<file path="src/rtl/mem_port_arbiter_if.sv">
// Bundles the two requester ports and the RAM-side bus of the arbiter.
interface mem_port_arbiter_if #(
  parameter int unsigned DATA_WIDTH = 32,
  parameter int unsigned ADDR_SPACE = 9
);
  logic                  p0_req;
  logic                  p0_we;
  logic [ADDR_SPACE-1:0] p0_addr;
  logic [DATA_WIDTH-1:0] p0_wdata;
  logic                  p0_gnt;
  logic                  p0_done;
  logic [DATA_WIDTH-1:0] p0_rdata;

  logic                  p1_req;
  logic                  p1_we;
  logic [ADDR_SPACE-1:0] p1_addr;
  logic [DATA_WIDTH-1:0] p1_wdata;
  logic                  p1_gnt;
  logic                  p1_done;
  logic [DATA_WIDTH-1:0] p1_rdata;

  logic [ADDR_SPACE-1:0] mem_addr;
  logic [DATA_WIDTH-1:0] mem_datain;
  logic                  mem_read;
  logic                  mem_write;
  logic                  mem_enable;
  logic [DATA_WIDTH-1:0] mem_dataout;

  logic                  busy;

  // Arbiter side
  modport slave (
    input  p0_req, p0_we, p0_addr, p0_wdata,
    input  p1_req, p1_we, p1_addr, p1_wdata,
    input  mem_dataout,
    output p0_gnt, p0_done, p0_rdata,
    output p1_gnt, p1_done, p1_rdata,
    output mem_addr, mem_datain, mem_read, mem_write, mem_enable,
    output busy
  );

  // Requester / RAM side
  modport master (
    output p0_req, p0_we, p0_addr, p0_wdata,
    output p1_req, p1_we, p1_addr, p1_wdata,
    output mem_dataout,
    input  p0_gnt, p0_done, p0_rdata,
    input  p1_gnt, p1_done, p1_rdata,
    input  mem_addr, mem_datain, mem_read, mem_write, mem_enable,
    input  busy
  );
endinterface

</file>
<file path="src/rtl/mem_port_arbiter.sv">
// Two-port round-robin arbiter in front of a single word-addressed RAM.
// Each access runs IDLE -> SETUP -> STROBE -> HOLD -> DONE so that the RAM
// sees stable addr/data/read/write before and after its enable rising edge.
// Every output comes straight from a register.
module mem_port_arbiter #(
  parameter int unsigned DATA_WIDTH = 32,
  parameter int unsigned ADDR_SPACE = 9
) (
  input logic               clk,
  input logic               clr,
  mem_port_arbiter_if.slave bus
);

  typedef enum logic [2:0] {
    S_IDLE,
    S_SETUP,
    S_STROBE,
    S_HOLD,
    S_DONE
  } state_t;

  state_t                state_q, state_d;
  logic                  last_q, last_d;     // 0 = port 0 granted last, 1 = port 1
  logic                  owner_q, owner_d;
  logic [ADDR_SPACE-1:0] maddr_q, maddr_d;
  logic [DATA_WIDTH-1:0] mdin_q, mdin_d;
  logic                  mrd_q, mrd_d;
  logic                  mwr_q, mwr_d;
  logic                  men_q, men_d;
  logic                  gnt0_q, gnt0_d;
  logic                  gnt1_q, gnt1_d;
  logic                  done0_q, done0_d;
  logic                  done1_q, done1_d;
  logic [DATA_WIDTH-1:0] rd0_q, rd0_d;
  logic [DATA_WIDTH-1:0] rd1_q, rd1_d;
  logic                  busy_q, busy_d;
  logic                  pick;
  logic                  pick_we;

  // Next-state and next-output logic; outputs are computed for the state
  // being entered so they can be registered without adding latency.
  always_comb begin
    state_d = state_q;
    last_d  = last_q;
    owner_d = owner_q;
    maddr_d = maddr_q;
    mdin_d  = mdin_q;
    mrd_d   = mrd_q;
    mwr_d   = mwr_q;
    men_d   = men_q;
    gnt0_d  = gnt0_q;
    gnt1_d  = gnt1_q;
    done0_d = done0_q;
    done1_d = done1_q;
    rd0_d   = rd0_q;
    rd1_d   = rd1_q;
    busy_d  = busy_q;
    pick    = 1'b0;
    pick_we = 1'b0;

    case (state_q)
      S_IDLE: begin
        if (bus.p0_req && bus.p1_req) pick = ~last_q;
        else                          pick = bus.p1_req;
        pick_we = pick ? bus.p1_we : bus.p0_we;
        if (bus.p0_req || bus.p1_req) begin
          state_d = S_SETUP;
          owner_d = pick;
          last_d  = pick;
          maddr_d = pick ? bus.p1_addr  : bus.p0_addr;
          mdin_d  = pick ? bus.p1_wdata : bus.p0_wdata;
          mwr_d   = pick_we;
          mrd_d   = ~pick_we;
          gnt0_d  = ~pick;
          gnt1_d  = pick;
          busy_d  = 1'b1;
        end
      end
      S_SETUP: begin
        state_d = S_STROBE;
        men_d   = 1'b1;
      end
      S_STROBE: begin
        state_d = S_HOLD;
        men_d   = 1'b0;
      end
      S_HOLD: begin
        state_d = S_DONE;
        if (mrd_q) begin
          if (owner_q) rd1_d = bus.mem_dataout;
          else         rd0_d = bus.mem_dataout;
        end
        done0_d = ~owner_q;
        done1_d = owner_q;
        mrd_d   = 1'b0;
        mwr_d   = 1'b0;
      end
      S_DONE: begin
        state_d = S_IDLE;
        done0_d = 1'b0;
        done1_d = 1'b0;
        gnt0_d  = 1'b0;
        gnt1_d  = 1'b0;
        busy_d  = 1'b0;
      end
      default: begin
        state_d = S_IDLE;
        men_d   = 1'b0;
        mrd_d   = 1'b0;
        mwr_d   = 1'b0;
        gnt0_d  = 1'b0;
        gnt1_d  = 1'b0;
        done0_d = 1'b0;
        done1_d = 1'b0;
        busy_d  = 1'b0;
      end
    endcase
  end

  // State and output registers; reset leaves port 1 as last grant so port 0 wins first tie.
  always_ff @(posedge clk or negedge clr) begin
    if (!clr) begin
      state_q <= S_IDLE;
      last_q  <= 1'b1;
      owner_q <= 1'b0;
      maddr_q <= '0;
      mdin_q  <= '0;
      mrd_q   <= 1'b0;
      mwr_q   <= 1'b0;
      men_q   <= 1'b0;
      gnt0_q  <= 1'b0;
      gnt1_q  <= 1'b0;
      done0_q <= 1'b0;
      done1_q <= 1'b0;
      rd0_q   <= '0;
      rd1_q   <= '0;
      busy_q  <= 1'b0;
    end else begin
      state_q <= state_d;
      last_q  <= last_d;
      owner_q <= owner_d;
      maddr_q <= maddr_d;
      mdin_q  <= mdin_d;
      mrd_q   <= mrd_d;
      mwr_q   <= mwr_d;
      men_q   <= men_d;
      gnt0_q  <= gnt0_d;
      gnt1_q  <= gnt1_d;
      done0_q <= done0_d;
      done1_q <= done1_d;
      rd0_q   <= rd0_d;
      rd1_q   <= rd1_d;
      busy_q  <= busy_d;
    end
  end

  assign bus.p0_gnt     = gnt0_q;
  assign bus.p0_done    = done0_q;
  assign bus.p0_rdata   = rd0_q;
  assign bus.p1_gnt     = gnt1_q;
  assign bus.p1_done    = done1_q;
  assign bus.p1_rdata   = rd1_q;
  assign bus.mem_addr   = maddr_q;
  assign bus.mem_datain = mdin_q;
  assign bus.mem_read   = mrd_q;
  assign bus.mem_write  = mwr_q;
  assign bus.mem_enable = men_q;
  assign bus.busy       = busy_q;

endmodule
</file>
<file path="src/flat_wrapper.sv">
// flat-port wrapper written by rule: the top's interface ports become plain ports
module mem_port_arbiter_flat 
#(
  parameter int unsigned DATA_WIDTH = 32,
  parameter int unsigned ADDR_SPACE = 9
)
  (clk, clr, bus_p0_req, bus_p0_we, bus_p0_addr, bus_p0_wdata, bus_p1_req, bus_p1_we, bus_p1_addr, bus_p1_wdata, bus_mem_dataout, bus_p0_gnt, bus_p0_done, bus_p0_rdata, bus_p1_gnt, bus_p1_done, bus_p1_rdata, bus_mem_addr, bus_mem_datain, bus_mem_read, bus_mem_write, bus_mem_enable, bus_busy);
  mem_port_arbiter_if #(.DATA_WIDTH(DATA_WIDTH), .ADDR_SPACE(ADDR_SPACE)) bus_i ();
  input logic clk;
  input logic clr;
  input wire logic [$bits(bus_i.p0_req)-1:0] bus_p0_req;
  input wire logic [$bits(bus_i.p0_we)-1:0] bus_p0_we;
  input wire logic [$bits(bus_i.p0_addr)-1:0] bus_p0_addr;
  input wire logic [$bits(bus_i.p0_wdata)-1:0] bus_p0_wdata;
  input wire logic [$bits(bus_i.p1_req)-1:0] bus_p1_req;
  input wire logic [$bits(bus_i.p1_we)-1:0] bus_p1_we;
  input wire logic [$bits(bus_i.p1_addr)-1:0] bus_p1_addr;
  input wire logic [$bits(bus_i.p1_wdata)-1:0] bus_p1_wdata;
  input wire logic [$bits(bus_i.mem_dataout)-1:0] bus_mem_dataout;
  output wire logic [$bits(bus_i.p0_gnt)-1:0] bus_p0_gnt;
  output wire logic [$bits(bus_i.p0_done)-1:0] bus_p0_done;
  output wire logic [$bits(bus_i.p0_rdata)-1:0] bus_p0_rdata;
  output wire logic [$bits(bus_i.p1_gnt)-1:0] bus_p1_gnt;
  output wire logic [$bits(bus_i.p1_done)-1:0] bus_p1_done;
  output wire logic [$bits(bus_i.p1_rdata)-1:0] bus_p1_rdata;
  output wire logic [$bits(bus_i.mem_addr)-1:0] bus_mem_addr;
  output wire logic [$bits(bus_i.mem_datain)-1:0] bus_mem_datain;
  output wire logic [$bits(bus_i.mem_read)-1:0] bus_mem_read;
  output wire logic [$bits(bus_i.mem_write)-1:0] bus_mem_write;
  output wire logic [$bits(bus_i.mem_enable)-1:0] bus_mem_enable;
  output wire logic [$bits(bus_i.busy)-1:0] bus_busy;
  assign bus_i.p0_req = bus_p0_req;
  assign bus_i.p0_we = bus_p0_we;
  assign bus_i.p0_addr = bus_p0_addr;
  assign bus_i.p0_wdata = bus_p0_wdata;
  assign bus_i.p1_req = bus_p1_req;
  assign bus_i.p1_we = bus_p1_we;
  assign bus_i.p1_addr = bus_p1_addr;
  assign bus_i.p1_wdata = bus_p1_wdata;
  assign bus_i.mem_dataout = bus_mem_dataout;
  assign bus_p0_gnt = bus_i.p0_gnt;
  assign bus_p0_done = bus_i.p0_done;
  assign bus_p0_rdata = bus_i.p0_rdata;
  assign bus_p1_gnt = bus_i.p1_gnt;
  assign bus_p1_done = bus_i.p1_done;
  assign bus_p1_rdata = bus_i.p1_rdata;
  assign bus_mem_addr = bus_i.mem_addr;
  assign bus_mem_datain = bus_i.mem_datain;
  assign bus_mem_read = bus_i.mem_read;
  assign bus_mem_write = bus_i.mem_write;
  assign bus_mem_enable = bus_i.mem_enable;
  assign bus_busy = bus_i.busy;
  mem_port_arbiter #(.DATA_WIDTH(DATA_WIDTH), .ADDR_SPACE(ADDR_SPACE)) u_core (.clk(clk), .clr(clr), .bus(bus_i));
endmodule
</file>
<file path="config.mk">
export PLATFORM = sky130hd
export DESIGN_NAME = mem_port_arbiter_flat
export DESIGN_NICKNAME = d
export VERILOG_FILES = /design/src/rtl/mem_port_arbiter_if.sv /design/src/rtl/mem_port_arbiter.sv /design/src/flat_wrapper.sv
export SDC_FILE = /design/constraint.sdc
export NUM_CORES = 1
export LEC_CHECK = 0
export ABC_AREA = 1
export CORE_UTILIZATION = 41
export CTS_CLUSTER_DIAMETER = 50
export DETAILED_ROUTE_END_ITERATION = 6
export GPL_TIMING_DRIVEN = 0
export PLACE_DENSITY = 0.8
export SETUP_SLACK_MARGIN = 0.02
export SKIP_LAST_GASP = 1
export SLEW_MARGIN = 20
export SYNTH_ARGS = -nofsm -noshare
export SYNTH_HDL_FRONTEND = slang
export SYNTH_SLANG_ARGS = --single-unit
</file>
<file path="constraint.sdc">
create_clock -name clk -period 1.81 [get_ports clk]
set_input_delay 0.4525 -clock clk [delete_from_list [all_inputs] [get_ports clk]]
set_output_delay 0.4525 -clock clk [all_outputs]
set_load 0.01 [all_outputs]
</file>
Yosys cells after proc, flatten, opt, wreduce, memory -nomap -nowiden
Cells that the tools add are included.
{"block": "op_classes", "n_eq_ne": 5, "mux": 20, "bitwise": 6, "n_reduce_logical": 12}
{"cell": "$mux 32", "count": 1}
{"cell": "$pmux 1 s2", "count": 8}
{"cell": "$pmux 3 s4", "count": 1}
{"cell": "$reduce_or 3->1", "count": 4}
{"cell": "$mux 9", "count": 1}
{"cell": "$mux 1", "count": 8}
{"cell": "$eq 3x2->1 const B", "count": 2}
{"cell": "$not 1->1", "count": 6}
{"cell": "$reduce_and 2->1", "count": 3}
{"cell": "$reduce_and 3->1", "count": 2}
{"cell": "$eq 3x1->1 const B", "count": 1}
{"cell": "$eq 3x3->1 const B", "count": 1}
{"cell": "$logic_not 3->1", "count": 1}
{"cell": "$mux 3", "count": 1}
{"cell": "$ne 2x1->1 const B", "count": 1}
{"cell": "$logic_and 1x1->1", "count": 1}
{"cell": "$logic_or 1x1->1", "count": 1}
{"block": "totals", "ff_bits": 118, "out_inout_bits": 113}

Longest topological paths before layout
Gate-level depths: netlist (run 1).
{"block": "logic_depth", "depth_word": 7, "depth_mapped": 7}

Worst setup path before layout (run 1)
OpenSTA, ideal clock, no wires.
{"block": "synth_path", "path_kind": "reg2reg", "start": "register u_core.state_q[2]", "end": "register u_core.mdin_q[22] (netlist: u_core.bus.mem_datain[22])", "arrival_time_ns": 1.197, "required_time_ns": 1.742, "setup_slack_ns": 0.544, "path_stages_with_launch": 7, "path_buffers": 1, "synth_period_minus_slack_ns": 1.266, "path_cell_list": "dfrtp_1 inv_2 nand2_1 nor2_4 buf_6 nand3_1 nand3_1"}
{"block": "synth_between", "elab_chain_cells": 2}
{"element": "start, declared", "line": "mem_port_arbiter.sv:22", "rtl": "state_t state_q, state_d;"}
{"element": "start signal, assigned", "line": "mem_port_arbiter.sv:139", "rtl": "state_q <= state_d;"}
{"element": "$logic_not 3->1", "line": "mem_port_arbiter.sv:61", "rtl": "case (state_q)"}
{"element": "$reduce_and 2->1 (no source line)"}
{"element": "end signal, assigned", "line": "mem_port_arbiter.sv:143", "rtl": "mdin_q <= mdin_d;"}
{"element": "end, declared", "line": "mem_port_arbiter.sv:26", "rtl": "logic [DATA_WIDTH-1:0] mdin_q, mdin_d;"}
No other way between the ends.
A chain may end at the register's enable or synchronous reset.

Worst setup path in the final report (run 1)
{"block": "layout_path", "start": "register u_core.rd1_q[14] (netlist: u_core.bus.p1_rdata[14])", "end": "output port bus_p1_rdata[14]"}
{"element": "start, declared", "line": "mem_port_arbiter.sv:35", "rtl": "logic [DATA_WIDTH-1:0] rd1_q, rd1_d;"}
{"element": "start signal, assigned", "line": "mem_port_arbiter.sv:152", "rtl": "rd1_q <= rd1_d;"}
{"element": "end, declared", "line": "flat_wrapper.sv:25", "rtl": "output wire logic [$bits(bus_i.p1_rdata)-1:0] bus_p1_rdata;"}
No word-level cell between the ends.

==> run_results.csv, run 1 <==
group,metric,value,unit
yosys,synthTopCellsByCount,"nand2_1, dfrtp_1, nand3_1, o21ai_1, inv_1",
global_route,use_met1,0.285,
global_route,grt_pass1_wl,23.5,mm
setup_path,worstPathArrival,1.32,ns
placed_design,placedCellCount,913,
detailed_routing,avgViaCountPerCell,5.02,
pwr,powerDensity,1730,nW/um^2
sta,worst-slew-pin-transition,0.559,ns
setup_path,worstReg2RegStart,"u_core.state_q[2]",
detailed_routing,drtIter0Drc,253,
setup_path,critPathSlowestCell,"clkdlybuf4s50_1",
placed_design,hpwl,11.0,mm
setup_path,cp_max_fo,2,
clock_network,cts-root-buf,"clkbuf_16",
sta,setup_viol,0,
global_route,gr-total-overflow,0,
yosys,synth.ff_latch_count,118,
die,fp.dieH,113,um
setup_path,crit_start,"u_core.bus.p1_rdata[14]",
detailed_routing,wl_per_cell,15.9,um
yosys,yosys_warnings,0,
die,die_area,12700,um^2
detailed_routing,final_antenna_net_count,0,
detailed_routing,drt_wl_total,15.0,mm
layout,antenna_cells,0,
yosys,synth_edf_count,0,
setup_path,endpoint,"bus_p1_rdata[14]",
sta,period_share,0.977,
die,start_util,0.419,
yosys,synthesis.nets,653,
layout,n_fill_cell,892,
clock_network,clkTransAtPathRegs,0.06,ns
global_route,grtUsageMet2,0.413,
sta,slew_viol_final,0,
clock_network,clock-sinks,118,
clock_network,insertion_delay,0.41,ns
setup_path,critPathRequiredTime,1.36,ns
global_route,top_usage_layer,"met2",
pwr,leakage,4.43,nW
placed_design,place_congestion,0.856,
layout,syn_to_final_growth,66.3,%
yosys,synth.distinct_cells,22,
sta,whs,0.00305,ns
yosys,synthCells,533,
job,drv_cap,0,
sta,fin_tns_setup,0,ns
yosys,synth_top_area_share,0.584,
detailed_routing,via_count,4745,
clock_network,cts_max_level,4,
sta,final-hold-violation-count,0,
layout,fin_area,8330,um^2
die,core,12000,um^2
layout,fin_nets,906,
die,die_x,113,um
sta,layout_setup_ws,0.0416,ns
sta,rsz0062_at_grt,"false",
yosys,syn_avg_cell_area,9.40,um^2
pwr,ir_drop,0.870,mV
placed_design,place_ws,-0.223,ns
yosys,yosysMostFrequentCell,"nand2_1",
layout,post-route-util,0.696,
die,io_pins,233,
outcome,run_status,"finished clean",
setup_path,r2r-end,"u_core.bus.mem_datain[11]",
sta,timing.fmax,565,MHz
global_route,antenna_found_initial,0,
yosys,synthArstFlopShare,1.00,
clock_network,clockBufferDepth,2,
setup_path,worstPathCellList,"clkdlybuf4s50_1",
clock_network,cts_tree,"built",
global_route,grt_pass1_vias,4751,
setup_path,crit_path_max_incr_delay,0.54,ns
placed_design,io_buffer_count,232,
setup_path,endpoint_kind,"output pin",
global_route,globalRouteMet3Util,0.0605,
detailed_routing,drt_first_pass_iters,5,
pwr,power,14.4,mW
worst_hold_path,hp-class,"primary input to asynchronous set/reset pin",
layout,multiInputGateArea,1670,um^2
clock_network,cts_hold_buffers,0,
placed_design,place_area,7540,um^2
clock_network,numCtsBuffers,17,
setup_path,critPathBufInv,1,
setup_path,setup.worst_path.start_class,"flop",
yosys,ys_top_cells_by_area,"dfrtp_1, nand2_1, nand3_1",
layout,drive_gt1_frac,0.114,
yosys,seq_area_frac_synth,0.590,
layout,seq_area,2960,um^2
yosys,syn-cell-area,5010,um^2
die,rows,40,
setup_path,crit_type,"flop to output pin",
detailed_routing,drc,0,
sta,max_slew_margin,0.627,
global_route,grt_max_degree,61,
yosys,synth_area_leader_cell,"dfrtp_1",
yosys,synthFlopType,"dfrtp_1",
sta,fin_crit,1.77,ns
sta,finClkSkew,0.0107,ns
global_route,grt.total_usage,0.240,
setup_path,crit_family,"buffers and inverters",
layout,final_cells,946,
setup_path,r2r_cells,6,
setup_path,path_depth,1,
setup_path,r2r_slack,0.23,ns
## how the worst min path moves through the flow
| stage | to | cells after the start | slack [ns] |
|---|---|---|---|
| 3_5_place_dp | u_core.bus.p1_rdata[10] | 1 | 0.46 |
| 3_3_place_gp | u_core.bus.p1_rdata[13] | 2 | 0.47 |
| 4_1_cts | u_core.bus.p1_rdata[10] | 1 | 0.02 |
| 6_report | u_core.bus.p1_rdata[10] | 1 | 0.003 |
| 5_1_grt | u_core.bus.p1_rdata[10] | 1 | 0.05 |
| 2_1_floorplan | u_core.bus.busy | 0 | 0.16 |
## sequential cells by signal, indices dropped and copies added (netlist names)
signal and cells:
u_core.bus.busy 1, u_core.bus.mem_addr 9, u_core.bus.mem_datain 32, u_core.bus.mem_enable 1, u_core.bus.mem_read 1, u_core.bus.mem_write 1, u_core.bus.p0_done 1, u_core.bus.p0_gnt 1
u_core.bus.p0_rdata 32, u_core.bus.p1_done 1, u_core.bus.p1_gnt 1, u_core.bus.p1_rdata 32, u_core.last_q 1, u_core.owner_q 1, u_core.state_q 3
## final cells by class
class / count / share of cell area
Clock inverter: 12 / 0.0242
Buffer: 28 / 0.0272
Clock buffer: 20 / 0.0536
Timing Repair Buffer: 234 / 0.299
Multi-Input combinational cell: 344 / 0.200
Sequential cell: 118 / 0.355
Inverter: 43 / 0.0194
Tap cell: 147 / 0.0221
## report_power, final
group	total, mW	internal, mW	leakage, nW	switching (mW)
Clock	3.68	2.48	0.310	1.20
Combinational	6.04	3.05	2.72	2.99
Sequential	4.70	3.94	1.40	0.755
Total	14.4	9.48	4.43	4.94
## what timing repair did
action | 4_1_cts | 5_1_grt
setup buffers | 1 | 0
endpoints found under the setup margin | 18 | 60
gates resized for setup | 18 | 60
## cells in the final DEF, fill, tap and decap left out, drive strengths merged
master / instances
a211oi: 1
nand3: 92
clkinv: 5
dfrtp: 117
clkinvlp: 2
bufinv: 5
inv: 43
nor2: 10
clkbuf: 21
buf: 30
o211ai: 1
dfstp: 1
dlygate4sd2: 17
nand2: 171
dlymetal6s2s: 60
clkdlybuf4s50: 154
o22ai: 1
o21ai: 68
## metal layers
metal | vias up | wire length [um]
li1 | 2248 | -
met1 | 2276 | 6000
met2 | 188 | 7720
met3 | 33 | 895
met4 | 0 | 378
met5 | - | 0
## kinds of logic after synthesis
logic type | synth area share
flip-flops | 0.590
buffers and inverters | 0.0774
AO/OA/AOI/OAI | 0.0887
AND/OR/NAND/NOR | 0.244
Power figures use the tool's default switching activity.
==> run 2: changes to the inputs <==
--- a/config.mk
+++ b/config.mk
@@ -17,3 +17,4 @@
 export SYNTH_ARGS = -nofsm -noshare
 export SYNTH_HDL_FRONTEND = slang
 export SYNTH_SLANG_ARGS = --single-unit
+export TNS_END_PERCENT = 5
==> run_results.csv, run 2 (same netlist as run 1, synthesis figures left out) <==
group,metric,value,unit
outcome,run_status,"finished clean",
setup_path,worstPathCellList,"clkdlybuf4s50_1",
setup_path,critPathRequiredTime,1.36,ns
detailed_routing,via_count,4721,
sta,fin_tns_setup,0,ns
detailed_routing,drtIter0Drc,245,
setup_path,r2r_slack,0.23,ns
setup_path,critPathBufInv,1,
layout,most-common-layout-cells,"clkdlybuf4s50_1, nand2_1, dfrtp_1",
die,die_x,113,um
layout,antenna_cells,0,
detailed_routing,final_antenna_net_count,0,
placed_design,place_area,7540,um^2
sta,slew_viol_final,0,
worst_hold_path,hp-class,"primary input to asynchronous set/reset pin",
setup_path,r2r_cells,6,
global_route,grt_max_degree,61,
global_route,antenna_found_initial,0,
sta,worst-slew-pin-transition,0.556,ns
placed_design,hpwl,11.0,mm
layout,fin_area,8210,um^2
clock_network,cts_hold_buffers,0,
pwr,ir_drop,0.879,mV
job,drv_cap,0,
layout,syn_to_final_growth,63.9,%
die,die_area,12700,um^2
setup_path,crit_type,"flop to output pin",
sta,fin_crit,1.78,ns
die,fp.dieH,113,um
sta,setup_viol,0,
clock_network,numCtsBuffers,17,
setup_path,worstReg2RegStart,"u_core.state_q[2]",
sta,final-hold-violation-count,0,
die,core,12000,um^2
pwr,powerDensity,1790,nW/um^2
placed_design,io_buffer_count,232,
sta,rsz0062_at_grt,"true",
sta,timing.fmax,561,MHz
clock_network,insertion_delay,0.41,ns
global_route,grt_pass1_vias,4754,
setup_path,setup.worst_path.start_class,"flop",
detailed_routing,drt_wl_total,14.7,mm
layout,drive_gt1_frac,0.114,
sta,period_share,0.985,
global_route,gr-total-overflow,0,
global_route,grt.total_usage,0.240,
sta,max_slew_margin,0.629,
setup_path,endpoint_kind,"output pin",
pwr,power,14.7,mW
sta,finClkSkew,0.0108,ns
die,rows,40,
clock_network,cts_max_level,4,
clock_network,cts-root-buf,"clkbuf_16",
detailed_routing,wl_per_cell,15.6,um
clock_network,clockBufferDepth,2,
placed_design,place_congestion,0.856,
global_route,grt_pass1_wl,23.5,mm
die,io_pins,233,
pwr,leakage,3.86,nW
setup_path,crit_path_max_incr_delay,0.56,ns
layout,final_cells,946,
setup_path,critPathSlowestCell,"clkdlybuf4s50_1",
clock_network,clkTransAtPathRegs,0.06,ns
layout,post-route-util,0.686,
layout,fin_nets,906,
detailed_routing,avgViaCountPerCell,4.99,
setup_path,r2r-end,"u_core.bus.mem_datain[11]",
placed_design,placedCellCount,913,
setup_path,worstPathArrival,1.33,ns
clock_network,cts_tree,"built",
detailed_routing,drc,0,
layout,n_fill_cell,909,
clock_network,clock-sinks,118,
die,start_util,0.419,
layout,final_common_cell,"clkdlybuf4s50_1",
setup_path,crit_family,"buffers and inverters",
detailed_routing,drt_first_pass_iters,5,
setup_path,cp_max_fo,2,
run 2: cell count changes in the layout (fill, tap and decap cells not counted), sizes merged:
cell	before	now
dlygate4sd2	17	0
clkdlybuf4s50	154	228
dlymetal6s2s	60	3
run 2: layer usage:
metal  track usage  part of all wire  up-vias
li1              -                 -     2241
met1         0.285              0.41     2249
met2         0.413              0.51      205
met3        0.0605             0.060       26
met4         0.104             0.023        0
met5             0                 0        -
run 2: final cells by class:
class,count,area (um^2),share of cell area
buffer,28,226,0.0276
clock inverter,12,201,0.0245
timing repair buffer,234,2370,0.288
multi-input combinational,344,1670,0.203
inverter,43,161,0.0197
clock buffer,20,447,0.0544
sequential,118,2960,0.360
tap,147,184,0.0224
run 2: where the power goes:
group	internal (mW)	leakage (nW)	switching [mW]
Combinational	3.34	2.15	2.97
Sequential	3.95	1.40	0.783
Clock	2.48	0.310	1.20
run 2: worst max-delay path by stage:
stage                                start                         to  cells after the start
floorplan                u_core.state_q[2]  u_core.bus.mem_datain[22]                      6
global placement                       clr  u_core.bus.mem_datain[24]                      1
detailed placement              bus_p0_req  u_core.bus.mem_datain[10]                      7
CTS                  u_core.bus.mem_enable             bus_mem_enable                      1
global route        u_core.bus.p1_rdata[8]            bus_p1_rdata[8]                      1
finish              u_core.bus.p1_rdata[7]            bus_p1_rdata[7]                      1
run 2: metrics by stage:
stage | setup slack (ns) | hold slack [ns]
2_1_floorplan | 0.544 | 0.157
3_3_place_gp | -4.11 | 0.466
3_5_place_dp | -0.223 | 0.459
4_1_cts | -0.0241 | 0.0216
5_1_grt | -0.0254 | 0.0471
6_report | 0.0275 | 0.00619
run 2: timing repair:
item                                    in CTS  in global routing
resized for setup                            1                  3
endpoints found under the setup margin      18                 77
hold endpoints to repair                     0                  0
setup buffers                                1                  0
==> run 3: changes to the inputs <==
--- a/config.mk
+++ b/config.mk
@@ -9,7 +9,9 @@
 export CORE_UTILIZATION = 41
 export CTS_CLUSTER_DIAMETER = 50
 export DETAILED_ROUTE_END_ITERATION = 6
+export GPL_ROUTABILITY_DRIVEN = 0
 export GPL_TIMING_DRIVEN = 0
+export HOLD_SLACK_MARGIN = 0.12
 export PLACE_DENSITY = 0.8
 export SETUP_SLACK_MARGIN = 0.02
 export SKIP_LAST_GASP = 1
==> constraint.sdc (replaced) <==
create_clock -name clk -period 1.8 [get_ports clk]
set_input_delay 0.45 -clock clk [delete_from_list [all_inputs] [get_ports clk]]
set_output_delay 0.45 -clock clk [all_outputs]
set_load 0.01 [all_outputs]
==> run_results.csv, run 3 (same netlist as run 1, synthesis figures left out) <==
group,metric,value,unit
pwr,leakage,3.87,nW
setup_path,worstPathCellList,"clkdlybuf4s50_1",
die,io_pins,233,
setup_path,setup.worst_path.start_class,"flop",
setup_path,critPathRequiredTime,1.35,ns
setup_path,crit_type,"flop to output pin",
global_route,grt_max_degree,61,
detailed_routing,drc,0,
clock_network,clkTransAtPathRegs,0.05,ns
global_route,grtUsageMet2,0.413,
sta,max_slew_margin,0.629,
worst_hold_path,worstHoldStart,"u_core.last_q",
job,drv_cap,0,
pwr,ir_drop,0.885,mV
setup_path,critPathSlowestCell,"clkdlybuf4s50_1",
sta,worst-slew-pin-transition,0.556,ns
detailed_routing,drt_wl_total,14.8,mm
sta,final-hold-violation-count,0,
global_route,top_usage_layer,"met2",
die,core,12000,um^2
layout,drive_gt1_frac,0.114,
setup_path,cp_max_fo,2,
placed_design,placedCellCount,913,
layout,syn_to_final_growth,64.1,%
layout,antenna_cells,0,
die,die_area,12700,um^2
global_route,use_met1,0.285,
global_route,grt_pass1_vias,4755,
clock_network,numCtsBuffers,17,
outcome,run_status,"finished clean",
clock_network,cts-root-buf,"clkbuf_16",
die,start_util,0.419,
placed_design,place_ws,-0.231,ns
detailed_routing,drtIter0Drc,228,
clock_network,clockBufferDepth,2,
sta,fin_tns_setup,0,ns
sta,rsz0062_at_grt,"true",
clock_network,cts_max_level,4,
clock_network,cts_tree,"built",
setup_path,endpoint_kind,"output pin",
setup_path,worstPathArrival,1.33,ns
layout,fin_area,8220,um^2
sta,finClkSkew,0.00486,ns
global_route,gr-total-overflow,0,
pwr,power,14.8,mW
global_route,antenna_found_initial,0,
setup_path,critPathBufInv,1,
detailed_routing,final_antenna_net_count,0,
detailed_routing,wl_per_cell,15.6,um
detailed_routing,drt_first_pass_iters,4,
sta,layout_setup_ws,0.0200,ns
global_route,grt.total_usage,0.240,
layout,most-common-layout-cells,"clkdlybuf4s50_1, nand2_1, dfrtp_1",
sta,whs,0.475,ns
clock_network,insertion_delay,0.41,ns
clock_network,clock-sinks,118,
worst_hold_path,hp-class,"flop to flop",
setup_path,worstReg2RegStart,"u_core.state_q[2]",
global_route,grt_pass1_wl,23.5,mm
placed_design,hpwl,11.0,mm
layout,fin_nets,907,
detailed_routing,via_count,4694,
layout,post-route-util,0.687,
placed_design,io_buffer_count,232,
setup_path,crit_start,"u_core.bus.p1_rdata[0]",
die,fp.dieH,113,um
die,rows,40,
die,die_x,113,um
setup_path,crit_path_max_incr_delay,0.59,ns
global_route,globalRouteMet3Util,0.0605,
sta,setup_viol,0,
pwr,powerDensity,1800,nW/um^2
sta,timing.fmax,562,MHz
sta,period_share,0.989,
layout,final_common_cell,"clkdlybuf4s50_1",
layout,final_cells,947,
placed_design,place_area,7540,um^2
sta,slew_viol_final,0,
setup_path,crit_family,"buffers and inverters",
detailed_routing,avgViaCountPerCell,4.96,
sta,fin_crit,1.78,ns
run 3: layout make-up:
cell class | instances | area [um^2]
clock inverters | 12 | 201
inverters | 43 | 161
plain buffers | 28 | 226
multi-input cells | 344 | 1670
well taps | 147 | 184
clock buffers | 20 | 447
fillers | 912 | 3740
flip-flops and latches | 118 | 2960
repair buffers | 235 | 2380
run 3: metal layers:
metal	vias to the layer above	wire, um
li1	2242	-
met1	2243	6090
met2	179	7480
met3	30	823
met4	0	378
met5	-	0
run 3: worst paths after layout:
kind                                             end  slack, ns  cells after the start
min in group asynchronous    u_core.bus.p1_rdata[10]       0.58                      2
max in group asynchronous    u_core.bus.p0_rdata[27]       0.54                      3
max                                  bus_p1_rdata[0]       0.02                      1
max reg2reg                u_core.bus.mem_datain[11]       0.21                      6
min                                    u_core.last_q       0.48                      2
min reg2reg                            u_core.last_q       0.48                      2
run 3: report_power, final:
group	switching (mW)	internal (mW)	total (mW)	leakage (nW)
registers	0.784	3.97	4.75	1.40
logic	2.99	3.36	6.35	2.16
clock network	1.20	2.49	3.69	0.310
run 3: timing repair:
item / CTS / global route
endpoints found under the setup margin: 32 / 97
buffers inserted: 1 / 0
hold endpoints to repair: 57 / 0
resized for setup: 1 / 4
hold buffers: 1 / 0
